**config.mk**
```make
export PLATFORM = sky130hd
export DESIGN_NAME = clock_step_controller
export DESIGN_NICKNAME = d
export VERILOG_FILES = /design/src/rtl/clock_ctrl_pkg.sv /design/src/rtl/clock_step_controller_debouncer.sv /design/src/rtl/clock_step_controller.sv
export SDC_FILE = /design/constraint.sdc
export NUM_CORES = 1
export LEC_CHECK = 0
export ABC_AREA = 1
export CAP_MARGIN = 20
export CELL_PAD_IN_SITES_DETAIL_PLACEMENT = 1
export CELL_PAD_IN_SITES_GLOBAL_PLACEMENT = 1
export CORE_MARGIN = 4
export CORE_UTILIZATION = 38
export DETAILED_ROUTE_END_ITERATION = 8
export PLACE_DENSITY = 0.76
export SLEW_MARGIN = 5
export SYNTH_ARGS = -nofsm -noshare
export SYNTH_HDL_FRONTEND = slang
export SYNTH_SLANG_ARGS = --single-unit
```
**constraint.sdc**
```tcl
create_clock -name i_oszClk -period 1.3 [get_ports i_oszClk]
set_input_delay 0.195 -clock i_oszClk [delete_from_list [all_inputs] [get_ports i_oszClk]]
set_output_delay 0.195 -clock i_oszClk [all_outputs]
set_load 0.005 [all_outputs]
```
**src/rtl/clock_ctrl_pkg.sv**
```systemverilog
// Shared types and defaults for the front-panel clock/step controller.
package clock_ctrl_pkg;

    typedef enum logic [1:0] {
        HALT       = 2'd0,
        RUN        = 2'd1,
        STEP_INSTR = 2'd2
    } state_t;

    // 1 ms of stable level at a 100 MHz oscillator
    localparam int unsigned DEBOUNCE_CYCLES_DEFAULT = 100000;

endpackage

```
**src/rtl/clock_step_controller_debouncer.sv**
```systemverilog
// Front-panel button conditioner: 2-FF synchronizer, debounce counter,
// registered rising-edge pulse of the debounced level.
module button_debouncer
    import clock_ctrl_pkg::*;
#(
    parameter int unsigned DEBOUNCE_CYCLES = DEBOUNCE_CYCLES_DEFAULT
) (
    input  logic i_oszClk,
    input  logic i_btnReset,
    input  logic i_btn,
    output logic o_level,
    output logic o_rise
);

    localparam int unsigned CNT_W      = (DEBOUNCE_CYCLES > 1) ? $clog2(DEBOUNCE_CYCLES) : 1;
    // Two extra cycles cover the synchronizer flush after reset
    localparam int unsigned ARM_CYCLES = DEBOUNCE_CYCLES + 2;
    localparam int unsigned ARM_W      = $clog2(ARM_CYCLES);

    logic             sync1_q, sync1_d;
    logic             sync2_q, sync2_d;
    logic [CNT_W-1:0] cnt_q, cnt_d;
    logic             level_q, level_d;
    logic             rise_q, rise_d;
    logic [ARM_W-1:0] arm_cnt_q, arm_cnt_d;
    logic             armed_q, armed_d;

    always_ff @(posedge i_oszClk) begin
        if (i_btnReset) begin
            sync1_q   <= 1'b0;
            sync2_q   <= 1'b0;
            cnt_q     <= '0;
            level_q   <= 1'b0;
            rise_q    <= 1'b0;
            arm_cnt_q <= '0;
            armed_q   <= 1'b0;
        end else begin
            sync1_q   <= sync1_d;
            sync2_q   <= sync2_d;
            cnt_q     <= cnt_d;
            level_q   <= level_d;
            rise_q    <= rise_d;
            arm_cnt_q <= arm_cnt_d;
            armed_q   <= armed_d;
        end
    end

    always_comb begin
        sync1_d   = i_btn;
        sync2_d   = sync1_q;
        cnt_d     = '0;
        level_d   = level_q;
        arm_cnt_d = arm_cnt_q;
        armed_d   = armed_q;

        if (sync2_q != level_q) begin
            if (cnt_q == CNT_W'(DEBOUNCE_CYCLES - 1)) begin
                level_d = sync2_q;
            end else begin
                cnt_d = cnt_q + CNT_W'(1);
            end
        end

        // A button held through reset must be seen released before it can fire
        if (!armed_q) begin
            if (sync2_q) begin
                arm_cnt_d = '0;
            end else if (arm_cnt_q == ARM_W'(ARM_CYCLES - 1)) begin
                armed_d = 1'b1;
            end else begin
                arm_cnt_d = arm_cnt_q + ARM_W'(1);
            end
        end

        rise_d = armed_q & level_d & ~level_q;
    end

    assign o_level = level_q;
    assign o_rise  = rise_q;

endmodule

```
**src/rtl/clock_step_controller.sv**
```systemverilog
// Generates the datapath clock-enable for run, micro-step and instruction-step
// modes, with optional breakpoint halts at instruction boundaries.
module clock_step_controller
    import clock_ctrl_pkg::*;
#(
    parameter int unsigned DEBOUNCE_CYCLES = DEBOUNCE_CYCLES_DEFAULT,
    parameter int unsigned RUN_DIV         = 1
) (
    input  logic       i_oszClk,
    input  logic       i_btnReset,
    input  logic       i_btnStep,
    input  logic       i_swInstrNCycle,
    input  logic       i_swStepNRun,
    input  logic       i_swEnableBreakpoint,
    input  logic       i_instrDone,
    input  logic       i_breakpoint,
    output logic       o_cpuClkEn,
    output logic       o_halted,
    output logic       o_breakHit,
    output logic [1:0] o_state
);

    localparam int unsigned DIV_W = (RUN_DIV > 1) ? $clog2(RUN_DIV) : 1;

    state_t           state_q, state_d;
    logic             clk_en_q, clk_en_d;
    logic             break_hit_q, break_hit_d;
    logic [DIV_W-1:0] div_q, div_d;

    logic step_evt;
    logic step_level_unused;
    logic tick_c;
    logic boundary_c;

    button_debouncer #(
        .DEBOUNCE_CYCLES(DEBOUNCE_CYCLES)
    ) u_step_db (
        .i_oszClk  (i_oszClk),
        .i_btnReset(i_btnReset),
        .i_btn     (i_btnStep),
        .o_level   (step_level_unused),
        .o_rise    (step_evt)
    );

    always_ff @(posedge i_oszClk) begin
        if (i_btnReset) begin
            state_q     <= HALT;
            clk_en_q    <= 1'b0;
            break_hit_q <= 1'b0;
            div_q       <= '0;
        end else begin
            state_q     <= state_d;
            clk_en_q    <= clk_en_d;
            break_hit_q <= break_hit_d;
            div_q       <= div_d;
        end
    end

    assign tick_c     = (div_q == DIV_W'(RUN_DIV - 1));
    assign boundary_c = clk_en_q & i_instrDone;

    always_comb begin
        state_d     = state_q;
        clk_en_d    = 1'b0;
        break_hit_d = break_hit_q;
        div_d       = '0;

        case (state_q)
            HALT: begin
                if (!i_swStepNRun && !break_hit_q) begin
                    state_d = RUN;
                end else if (step_evt) begin
                    break_hit_d = 1'b0;
                    if (!i_swStepNRun) begin
                        state_d = RUN;
                    end else if (!i_swInstrNCycle) begin
                        clk_en_d = 1'b1;
                    end else begin
                        state_d = STEP_INSTR;
                    end
                end
            end
            RUN: begin
                clk_en_d = tick_c;
                div_d    = tick_c ? '0 : div_q + DIV_W'(1);
                // Breakpoint outranks a coincident switch to step mode
                if (boundary_c && i_swEnableBreakpoint && i_breakpoint) begin
                    state_d     = HALT;
                    break_hit_d = 1'b1;
                    clk_en_d    = 1'b0;
                    div_d       = '0;
                end else if (boundary_c && i_swStepNRun) begin
                    state_d  = HALT;
                    clk_en_d = 1'b0;
                    div_d    = '0;
                end
            end
            STEP_INSTR: begin
                if (boundary_c) begin
                    state_d = HALT;
                end else begin
                    clk_en_d = 1'b1;
                end
            end
            default: begin
                state_d = HALT;
            end
        endcase
    end

    assign o_cpuClkEn = clk_en_q;
    assign o_breakHit = break_hit_q;
    assign o_halted   = (state_q == HALT);
    assign o_state    = state_q;

endmodule

```
Word-level counts from Yosys, hierarchy flattened
Index checks and enable logic that the tools add are counted.
W data, S select, Z words.
{ "word_totals": {"register_bits": 44, "latchBits": 0, "mem_bits_rw": 0, "rom_bits": 0, "input_bits": 8, "wordCells": 75, "memories": 0} }
{ "op_classes": {"add_sub_neg": 3, "n_mul": 0, "div": 0, "order_cmp": 0, "n_eq_ne": 13, "n_shift": 0, "muxes": 27, "bitwise": 8, "n_reduce_logical": 13} }
{ "op_table": {"columns": ["cell", "count"], "rows": [
  ["$add A17 B1 Y17 const B", 2],
  ["$eq A17 B17 Y1 const B", 2],
  ["$mux W17", 2],
  ["$mux W1", 15],
  ["$mux W2", 7],
  ["$reduce_and A4 Y1", 2],
  ["$ne A2 B2 Y1 const B", 3],
  ["$pmux W2 S3", 1],
  ["$not A1 Y1", 5],
  ["$reduce_or A5 Y1", 1],
  ["$logic_and A1 B1 Y1", 4],
  ["$ne A2 B1 Y1 const B", 2],
  ["$ne A4 B3 Y1 const B", 1],
  ["$and A1 B1 Y1", 3],
  ["$ne A3 B1 Y1 const B", 1],
  ["$ne A3 B3 Y1 const B", 1],
  ["$pmux W1 S3", 1],
  ["$reduce_or A3 Y1", 1],
  ["$eq A2 B1 Y1 const B", 1],
  ["$eq A2 B2 Y1 const B", 1],
  ["$logic_not A1 Y1", 2],
  ["$logic_not A2 Y1", 1],
  ["$pmux W1 S2", 1],
  ["$reduce_and A2 Y1", 1],
  ["3 further kinds", 3]
]} }

Longest topological paths before layout
Gate-level depths: netlist of run 1.
{ "logic_depth": {"word_depth": 5, "depth_mapped": 10, "depth_no_buf": 10} }

By module
Synthesis of run 1 repeated with hierarchy kept, for this count alone.
{ "unflattened": {"cells_unflattened": 352, "area_unflattened_um2": 2352.3} }
{ "by_module_without_submodules": {"columns": ["module", "n_inst", "cells_per_inst", "area_each_um2"], "rows": [
  ["button_debouncer", 1, 305, 2059.5],
  ["clock_step_controller", 1, 47, 292.8]
]} }

Worst setup path after synthesis of run 1
Ideal clock, no wire load.
{ "synth_path": {"path_type": "register to register", "from": "register u_step_db.arm_cnt_q[0]", "to": "register u_step_db.arm_cnt_q[16]", "setup_ns": 0.117, "t_arrival_ns": 1.252, "t_required_ns": 1.183, "setup_slack_ns": -0.069, "stages_incl_launch_ff": 8, "n_path_buf": 0, "period_less_slack_ns": 1.369, "cell_sequence": "dfxtp_1 ha_1 nand2_1 nor2_4 nand2_1 nor2_1 xor2_1 o21ai_1"} }
{ "synth_between": {"elab_chain_cells": 3} }
{ "synth_lines": {"columns": ["element", "line", "text"], "rows": [
  ["start: declaration", "clock_step_controller_debouncer.sv:25", "logic [ARM_W-1:0] arm_cnt_q, arm_cnt_d;"],
  ["start signal: assignment", "clock_step_controller_debouncer.sv:43", "arm_cnt_q <= arm_cnt_d;"],
  ["$add A17 B1 Y17 / $eq A17 B17 Y1 (equally long branches)", "clock_step_controller_debouncer.sv:71, clock_step_controller_debouncer.sv:68", null],
  ["$mux W17 / $ne A2 B1 Y1 (equally long branches)", null, null],
  ["$mux W17 / $reduce_and A2 Y1 (equally long branches)", null, null]
]} }
Parallel ways exist; a longest one is shown, timed or not. The select of a mux whose other input is x is not followed.
A chain may end at the register's enable or synchronous reset.

Final worst setup path of run 1
{ "layout_path": {"from": "register u_step_db.arm_cnt_q[0]", "to": "register u_step_db.arm_cnt_q[7]"} }
Same word-level chain as after synthesis.

==> impl_metrics.csv, run 1 <==
group,metric,value,unit
synthesis,synthXorXnorAreaFrac,0.698,%
floorplanning,floorplan.initialDensity,39.3,%
outcome,violations,"negative setup slack",
detailed_routing,num_vias,3438,
synthesis,synthMostInstantiatedCell,"nand2_1",
worst_hold_path,worst_hold_path_type,"in2reg",
clock_network,clockBufferDepth,2,
power,power.density,712,nW/um2
synthesis,ys_ff_latch,44,
clock_network,cts_sinks,44,
critical_path,path_common_cell,"nand2_2",
layout,fin_nets,501,
synthesis,yosys_warnings,0,
power,p_int,2120,uW
power,switching_power,846,uW
timing,clock_skew,0.0166,ns
floorplanning,rows,29,
clock_network,cts_buffers,5,
layout,area.sequential,917,um2
synthesis,yosys-top-cells-area,"dfxtp_1, nand2_1, nor2_1",
power,leakagePower,0.00168,uW
critical_path,critPathLaunchType,"flop",
global_route,grt_overflow,0,
synthesis,synth_edf_count,0,
job,max_cap_viol_count,0,
synthesis,synth-compound-area-share,7.58,%
detailed_routing,vias_per_cell,6.05,
synthesis,synth_top_area_share,35.1,%
layout,diodes,0,
synthesis,async_reset_ff_share,0,%
power,p_comb_share,12.8,%
detailed_routing,wl_per_cell,25.4,um
clock_network,cts_tree,"yes",
clock_network,clk_pin_slew_worst_paths,0.11,ns
floorplanning,die_w,89.3,um
clock_network,cts-root-buf,"clkbuf_8",
placement,io_buffers,12,
timing,setup_viol,38,
synthesis,netlist_top_cells_count,"nand2_1, nor2_1, inv_1",
power,sw_frac_of_total,28.6,%
layout,drive_above_1_share,48.5,%
critical_path,cp_slowest_stage_delay,0.41,ns
synthesis,synth_seq_area_share,35.1,%
detailed_routing,dr.first_iter.drc_count,191,
global_route,grt_pass1_vias,3492,
global_route,antenna_found_initial,0,
global_route,grt_max_degree,18,
synthesis,yosys.area_share.simple,44.3,%
power,max-vdd-ir-drop,0.843,mV
synthesis,synth_cell_type_count,34,
critical_path,required,1.52,ns
timing,rsz0062_at_grt,"yes",
layout,multi_input_area,1960,um2
timing,drv_slew,0,
detailed_routing,wl,14400,um
timing,tns,-8.40,ns
power,pwr-share-clk,39.8,%
layout,syn2layout_area_growth,65.7,%
synthesis,syn_area,2510,um2
timing,min_period,1.71,ns
global_route,track_usage,30.9,%
critical_path,worstPathArrival,1.93,ns
timing,hold_viol,0,
power,pwr-share-seq,47.4,%
global_route,grt_pass1_wl,18500,um
critical_path,reg2reg_slack,-0.41,ns
critical_path,end_kind,"flop",
synthesis,synth_largest_area_cell,"dfxtp_1",
detailed_routing,drc,0,
critical_path,cp_slowest_cell,"dfxtp_4",
critical_path,worstPathMaxFanout,4,
timing,max_freq,585,MHz
critical_path,worst-setup-path-type,"reg2reg",
clock_network,insertion_delay,0.33,ns
placement,placed_cell_area,3170,um2
synthesis,synth_cells,391,
layout,num-fill-cells,781,
layout,fin_area,4160,um2
synthesis,synth_top_flop_cell,"dfxtp_1",
layout,fin_cells,568,
detailed_routing,drt.antenna.violating_nets,0,
floorplanning,coreArea,6390,um2
placement,place_congestion,0.837,
timing,setup_ws,-0.409,ns
synthesis,synth_top_family_by_area,"simple AND/OR/NAND/NOR gates",
synthesis,syn-num-nets,402,
detailed_routing,dr.pass1.iters,5,
synthesis,synth_fa_ha_area_share,1.50,%
floorplanning,dieArea,7970,um2
synthesis,synth.avg_cell_area,6.42,um2
placement,dp_hpwl,6040,um
placement,dp.cells,536,
outcome,status,"finished, violations left",
synthesis,muxShareOfSynthArea,0,%
floorplanning,die_y,89.3,um
floorplanning,io_pins,13,
timing,whs,0.421,ns
critical_path,crit_chain,"buf_4 -> nand2_2 -> nor2_4 -> nand2_2 -> o21ai_0 -> nand3_1 -> nand2_1 -> nor2_1",
timing,post-route-period-util,131,%
clock_network,h-tree-depth,2,
## repair_timing
| action | in CTS | in global routing |
|---|---|---|
| hold buffers | 0 | 0 |
| setup endpoints to repair | 40 | 38 |
| resized for setup | 106 | 86 |
| gates cloned | 4 | 0 |
| setup buffers | 13 | 7 |
| pin swaps | 32 | 37 |
## cells by family after synthesis
family	Yosys count
AO/OA/AOI/OAI	37
XOR/XNOR	2
adder cells (fa/ha/maj)	3
buffers and inverters	66
flip-flops	44
other	1
AND/OR/NAND/NOR	238
## metal layers
metal / wire [um] / track usage [%] / up-vias
li1: - / - / 1443
met1: 5170 / 34.4 / 1670
met2: 7090 / 55.4 / 227
met3: 1060 / 5.71 / 98
met4: 1110 / 16.2 / 0
met5: 0 / 0 / -
## state kept, by name (all words and copies together) (netlist names)
signal and cells:
u_step_db.arm_cnt_q 17, o_breakHit 1, u_step_db.armed_q 1, div_q 1
o_state 2, u_step_db.sync1_q 1, u_step_db.cnt_q 17, u_step_db.sync2_q 1
u_step_db.o_level 1, u_step_db.o_rise 1, o_cpuClkEn 1
## layout by cell type, fill, tap and decap left out, drive strengths merged, types with 5 or more instances in the layout
| cell | instances |
|---|---|
| nand2 | 102 |
| or2 | 5 |
| inv | 56 |
| nand4 | 13 |
| nor2 | 62 |
| nand3 | 42 |
| dfxtp | 44 |
| o21ai | 15 |
| buf | 84 |
| nor3 | 12 |
| clkbuf | 5 |
| a21oi | 20 |
| clkdlybuf4s50 | 7 |
## per-stage QoR
stage	power, uW	utilization (%)	setup slack [ns]
floorplan	1540	-	-0.00922
global placement	1690	49.7	-0.198
detailed placement	1710	49.7	-0.239
CTS	2850	59.6	-0.123
global route	3040	65.1	-0.402
finish	2960	65.1	-0.409
## power by group through the flow
stage / registers [uW] / clock network [uW] / logic, uW
finish: 1400 / 1180 / 379
global route: 1400 / 1230 / 401
CTS: 1400 / 1140 / 313
detailed placement: 1430 / 0 / 281
global placement: 1420 / 0 / 270
floorplan: 1420 / 0 / 122
## layout make-up
cell class                      count  share of cell area (%)
Clock inverter                      3                    1.11
Tap cell                           77                    2.32
Timing Repair Buffer               95                    20.0
Clock buffer                        5                    1.66
Multi-Input combinational cell    285                    47.2
Inverter                           59                    5.66
Sequential cell                    44                    22.1
## worst paths after layout
path / end / startpoint / cells past startpoint
setup reg to reg: u_step_db.arm_cnt_q[7] / u_step_db.arm_cnt_q[0] / 8
hold / removal: u_step_db.sync1_q / i_btnStep / 3
setup / recovery: u_step_db.arm_cnt_q[7] / u_step_db.arm_cnt_q[0] / 8
hold reg to reg: u_step_db.sync2_q / u_step_db.sync1_q / 2
## critical path, delay by kind of cell (launching register included)
family          cells  cell delay (ns)
simple gates        6             0.72
flops               1             0.41
compound gates      1             0.33
buf+inv             1             0.13
No activity file was read; power rests on OpenSTA's default activity.
==> inputs of run 2 (changes only) <==
--- a/config.mk
+++ b/config.mk
@@ -12,7 +12,7 @@
 export CORE_MARGIN = 4
 export CORE_UTILIZATION = 38
 export DETAILED_ROUTE_END_ITERATION = 8
-export PLACE_DENSITY = 0.76
+export PLACE_DENSITY_LB_ADDON = 0.1
 export SLEW_MARGIN = 5
 export SYNTH_ARGS = -nofsm -noshare
 export SYNTH_HDL_FRONTEND = slang
==> impl_metrics.csv, run 2 (synthesized netlist as in run 1, its figures left out) <==
group,metric,value,unit
outcome,status,"finished, violations left",
outcome,violations,"negative setup slack",
timing,drv_slew,0,
detailed_routing,dr.pass1.iters,4,
worst_hold_path,hold_start,"i_btnStep",
layout,syn2layout_area_growth,59.1,%
detailed_routing,wl,11600,um
layout,final_common_cell,"nand2_1",
placement,place_ws,-0.219,ns
detailed_routing,vias_per_cell,5.52,
clock_network,clockBufferDepth,2,
clock_network,cts_sinks,44,
clock_network,cts_hold_buf,0,
power,power,2900,uW
floorplanning,die_w,89.3,um
detailed_routing,num_vias,3113,
floorplanning,dieArea,7970,um2
critical_path,critPathLaunch,"u_step_db.arm_cnt_q[1]",
detailed_routing,dr.first_iter.drc_count,159,
worst_hold_path,worst_hold_path_type,"in2reg",
clock_network,h-tree-depth,2,
detailed_routing,drc,0,
floorplanning,rows,29,
global_route,antenna_found_initial,0,
placement,dp_hpwl,5770,um
critical_path,reg2reg_slack,-0.25,ns
critical_path,required,1.52,ns
timing,setup_viol,36,
layout,diodes,0,
clock_network,insertion_delay,0.33,ns
timing,max_freq,647,MHz
layout,num-fill-cells,798,
timing,post-route-period-util,119,%
floorplanning,coreArea,6390,um2
floorplanning,io_pins,13,
worst_hold_path,min_to,"u_step_db.sync1_q",
placement,place_congestion,0.849,
timing,hold_viol,0,
layout,fin_area,3990,um2
global_route,grt_max_degree,17,
clock_network,cts-root-buf,"clkbuf_8",
global_route,track_usage,23.0,%
floorplanning,floorplan.initialDensity,39.3,%
clock_network,cts_buffers,5,
critical_path,ff2ff_path_depth,8,
power,leakagePower,0.00167,uW
timing,rsz0062_at_grt,"yes",
critical_path,r2r_start,"u_step_db.arm_cnt_q[1]",
layout,most-common-layout-cells,"nand2_1, buf_4, inv_1",
job,max_cap_viol_count,0,
layout,fin_nets,497,
critical_path,critPathLaunchType,"flop",
timing,clock_skew,0.0224,ns
critical_path,end_kind,"flop",
critical_path,worst-setup-path-type,"reg2reg",
global_route,grt_overflow,0,
placement,io_buffers,12,
critical_path,worstPathMaxFanout,5,
floorplanning,die_y,89.3,um
clock_network,clk_pin_slew_worst_paths,0.11,ns
power,max-vdd-ir-drop,0.522,mV
global_route,grt_pass1_vias,2934,
timing,setup_ws,-0.247,ns
global_route,grt_pass1_wl,14000,um
layout,drive_above_1_share,44.8,%
power,power.density,726,nW/um2
worst_hold_path,min_path_cells,3,
critical_path,worstPathArrival,1.76,ns
detailed_routing,drt.antenna.violating_nets,0,
timing,min_period,1.55,ns
placement,placed_cell_area,3190,um2
critical_path,r2r_end,"u_step_db.arm_cnt_q[8]",
clock_network,cts_tree,"yes",
detailed_routing,wl_per_cell,20.5,um
-- run 2: cell count changes in the layout (fill, tap and decap cells not counted), sizes merged --
| cell | delta |
|---|---|
| nand3 | -1 |
| nand2 | -1 |
| buf | -3 |
| clkbuf | +1 |
-- run 2: worst max-delay path, stage by stage (launching register included) --
cell and delay, ns:
dfxtp_4 0.42, ha_4 0.17, nand2_4 0.06, nor2_4 0.21, nand2_4 0.13, o21ai_0 0.25
nand3_2 0.10, nand2_2 0.07, nor2_2 0.03
-- run 2: worst max-delay path by stage --
stage / end / slack [ns] / cells past startpoint
final: u_step_db.arm_cnt_q[8] / -0.25 / 8
after global routing: u_step_db.arm_cnt_q[8] / -0.32 / 8
after CTS: u_step_db.arm_cnt_q[13] / -0.12 / 10
after detailed placement: u_step_db.arm_cnt_q[14] / -0.22 / 7
after global placement: u_step_db.arm_cnt_q[14] / -0.21 / 7
after floorplan: u_step_db.arm_cnt_q[16] / -0.009 / 7
-- run 2: through the flow --
| stage | std cells | utilization [%] | TNS (ns) | hold WS, ns |
|---|---|---|---|---|
| floorplan | 391 | - | -0.00922 | 0.264 |
| global placement | 538 | 49.9 | -4.14 | 0.403 |
| detailed placement | 538 | 49.9 | -4.73 | 0.414 |
| CTS | 555 | 56.4 | -1.57 | 0.386 |
| global route | 564 | 62.5 | -7.12 | 0.432 |
| finish | 564 | 62.5 | -5.55 | 0.409 |
-- run 2: cell type report --
| type | instances | area [um2] | area share (%) |
|---|---|---|---|
| clock inverter | 3 | 46.3 | 1.16 |
| tap | 77 | 96.3 | 2.41 |
| clock buffer | 5 | 68.8 | 1.72 |
| sequential | 44 | 915 | 22.9 |
| timing repair buffer | 93 | 785 | 19.7 |
| multi-input combinational | 283 | 1850 | 46.5 |
| inverter | 59 | 226 | 5.67 |
-- run 2: what timing repair did --
item | in CTS | in global routing
resized for setup | 71 | 88
gates cloned | 2 | 1
setup endpoints to repair | 39 | 38
pin swaps | 18 | 42
buffers inserted | 8 | 8
-- run 2: layer usage --
metal | GRT usage (%) | vias up | part of all wire [%]
met5 | 0 | - | 0
met2 | 41.8 | 116 | 50
li1 | - | 1439 | -
met4 | 7.71 | 0 | 4.1
met1 | 27.3 | 1516 | 40
met3 | 3.78 | 42 | 5.3
-- run 2: power breakdown --
part	switching, uW	total, uW	leakage [uW]	internal, uW
registers	26.1	1400	0.000366	1370
clock network	585	1170	0.0000548	581
logic	185	335	0.00125	150
total	795	2900	0.00167	2100
==> inputs of run 3 (changes only) <==
--- a/config.mk
+++ b/config.mk
@@ -9,11 +9,9 @@
 export CAP_MARGIN = 20
 export CELL_PAD_IN_SITES_DETAIL_PLACEMENT = 1
 export CELL_PAD_IN_SITES_GLOBAL_PLACEMENT = 1
-export CORE_MARGIN = 4
 export CORE_UTILIZATION = 38
 export DETAILED_ROUTE_END_ITERATION = 8
 export PLACE_DENSITY_LB_ADDON = 0.1
-export SLEW_MARGIN = 5
 export SYNTH_ARGS = -nofsm -noshare
 export SYNTH_HDL_FRONTEND = slang
 export SYNTH_SLANG_ARGS = --single-unit
==> impl_metrics.csv, run 3 (synthesized netlist as in run 1, its figures left out) <==
group,metric,value,unit
detailed_routing,dr.first_iter.drc_count,116,
critical_path,worstPathMaxFanout,2,
layout,most-common-layout-cells,"nand2_1, buf_4, inv_1, nor2_1, dfxtp_1",
critical_path,worst-setup-path-type,"reg2reg",
detailed_routing,drt.antenna.violating_nets,0,
clock_network,h-tree-depth,2,
critical_path,crit_path_end,"u_step_db.cnt_q[4]",
critical_path,critPathLaunch,"u_step_db.cnt_q[0]",
detailed_routing,wl,9270,um
power,power.density,756,nW/um2
clock_network,insertion_delay,0.31,ns
critical_path,critPathLaunchType,"flop",
layout,diodes,0,
detailed_routing,drc,0,
floorplanning,coreArea,6350,um2
clock_network,cts_hold_buf,0,
clock_network,clk_pin_slew_worst_paths,0.09,ns
layout,drive_above_1_share,40.0,%
power,leakagePower,0.00153,uW
layout,area.sequential,912,um2
timing,setup_viol,33,
critical_path,reg2reg_slack,-0.12,ns
critical_path,ff2ff_path_depth,7,
timing,max_freq,705,MHz
floorplanning,die_y,83.3,um
detailed_routing,num_vias,2888,
layout,fin_util,60.0,%
detailed_routing,wl_per_cell,16.8,um
critical_path,end_kind,"flop",
global_route,track_usage,23.3,%
timing,post-route-period-util,109,%
layout,multi_input_area,1740,um2
critical_path,r2r_end,"u_step_db.cnt_q[4]",
layout,fin_nets,483,
layout,num-fill-cells,815,
detailed_routing,dr.pass1.iters,4,
clock_network,cts-root-buf,"clkbuf_8",
layout,final_common_cell,"nand2_1",
global_route,antenna_found_initial,0,
timing,clock_skew,0.0103,ns
floorplanning,io_pins,13,
layout,syn2layout_area_growth,51.9,%
job,max_cap_viol_count,0,
timing,hold_viol,0,
detailed_routing,vias_per_cell,5.25,
worst_hold_path,min_path_cells,2,
timing,setup_ws,-0.119,ns
global_route,grt_pass1_wl,13200,um
power,power,2880,uW
critical_path,r2r_start,"u_step_db.cnt_q[0]",
clock_network,clockBufferDepth,2,
global_route,grt_pass1_vias,2871,
placement,dp_hpwl,5680,um
placement,io_buffers,12,
floorplanning,die_w,83.3,um
timing,min_period,1.42,ns
floorplanning,rows,29,
critical_path,worstPathArrival,1.66,ns
placement,place_congestion,0.817,
power,max-vdd-ir-drop,0.566,mV
clock_network,cts_buffers,5,
floorplanning,dieArea,6930,um2
outcome,violations,"negative setup slack",
clock_network,cts_tree,"yes",
critical_path,required,1.54,ns
global_route,grt_overflow,0,
floorplanning,floorplan.initialDensity,39.5,%
outcome,status,"finished, violations left",
timing,rsz0062_at_grt,"yes",
clock_network,cts_sinks,44,
global_route,grt_max_degree,18,
worst_hold_path,worst_hold_path_type,"reg2reg",
timing,tns,-1.95,ns
timing,drv_slew,0,
run 3: cell count changes in the layout (fill, tap and decap cells not counted), moves of 2 or more:
| cell | change |
|---|---|
| clkbuf_16 | +2 |
| nor3_1 | +2 |
| nand2_1 | +6 |
| buf_6 | -3 |
| nor2_4 | +2 |
| nand2_2 | -3 |
| buf_4 | -11 |
| nor2_1 | +3 |
| nand3_4 | -2 |
| nor2_2 | -5 |
| nand2_4 | -4 |
run 3: how the worst min path moves through the flow:
stage	slack, ns	end	startpoint
after floorplan	0.26	o_breakHit	i_btnReset
after global placement	0.41	u_step_db.sync2_q	u_step_db.sync1_q
after detailed placement	0.42	u_step_db.sync2_q	u_step_db.sync1_q
after CTS	0.41	u_step_db.sync1_q	i_btnStep
after global routing	0.44	u_step_db.sync1_q	i_btnStep
final	0.42	u_step_db.sync2_q	u_step_db.sync1_q
run 3: layout make-up:
cell class	count	share of cell area, %
multi-input cells	281	45.8
flip-flops and latches	44	23.9
repair buffers	81	18.6
inverters	59	5.94
well taps	77	2.53
clock buffers	6	2.17
clock inverters	2	1.02
run 3: critical path, stage by stage (launching register included):
cell     delay (ns)
dfxtp_2        0.37
ha_4           0.15
nand2_4        0.05
buf_4          0.14
buf_4          0.13
o21ai_0        0.26
nand2_1        0.11
nor2_2         0.13
run 3: power breakdown:
group	internal (uW)	total, uW	switching, uW
clock	630	1160	533
combinational	159	324	165
sequential	1370	1400	24.6
total	2160	2880	723
run 3: metal layers:
metal / global-route usage (%) / wire length, um / vias to the layer above
met5: 0 / 0 / -
met2: 43.1 / 4760 / 52
met3: 2.49 / 265 / 25
li1: - / - / 1404
met4: 5.80 / 282 / 0
met1: 28.5 / 3960 / 1407
run 3: what timing repair did:
action / 4_1_cts / 5_1_grt
pin swaps: 16 / 27
gates resized for setup: 73 / 58
cloned: 0 / 2
setup endpoints to repair: 42 / 38
setup buffers: 4 / 6
run 3: metrics by stage:
step / area [um2] / setup WS (ns) / hold WS, ns / instances
after floorplan: 2520 / -0.00922 / 0.264 / 391
after global placement: 3130 / -0.108 / 0.408 / 530
after detailed placement: 3130 / -0.234 / 0.415 / 530
after CTS: 3510 / -0.0810 / 0.414 / 542
after global routing: 3810 / -0.208 / 0.442 / 550
final: 3810 / -0.119 / 0.420 / 550
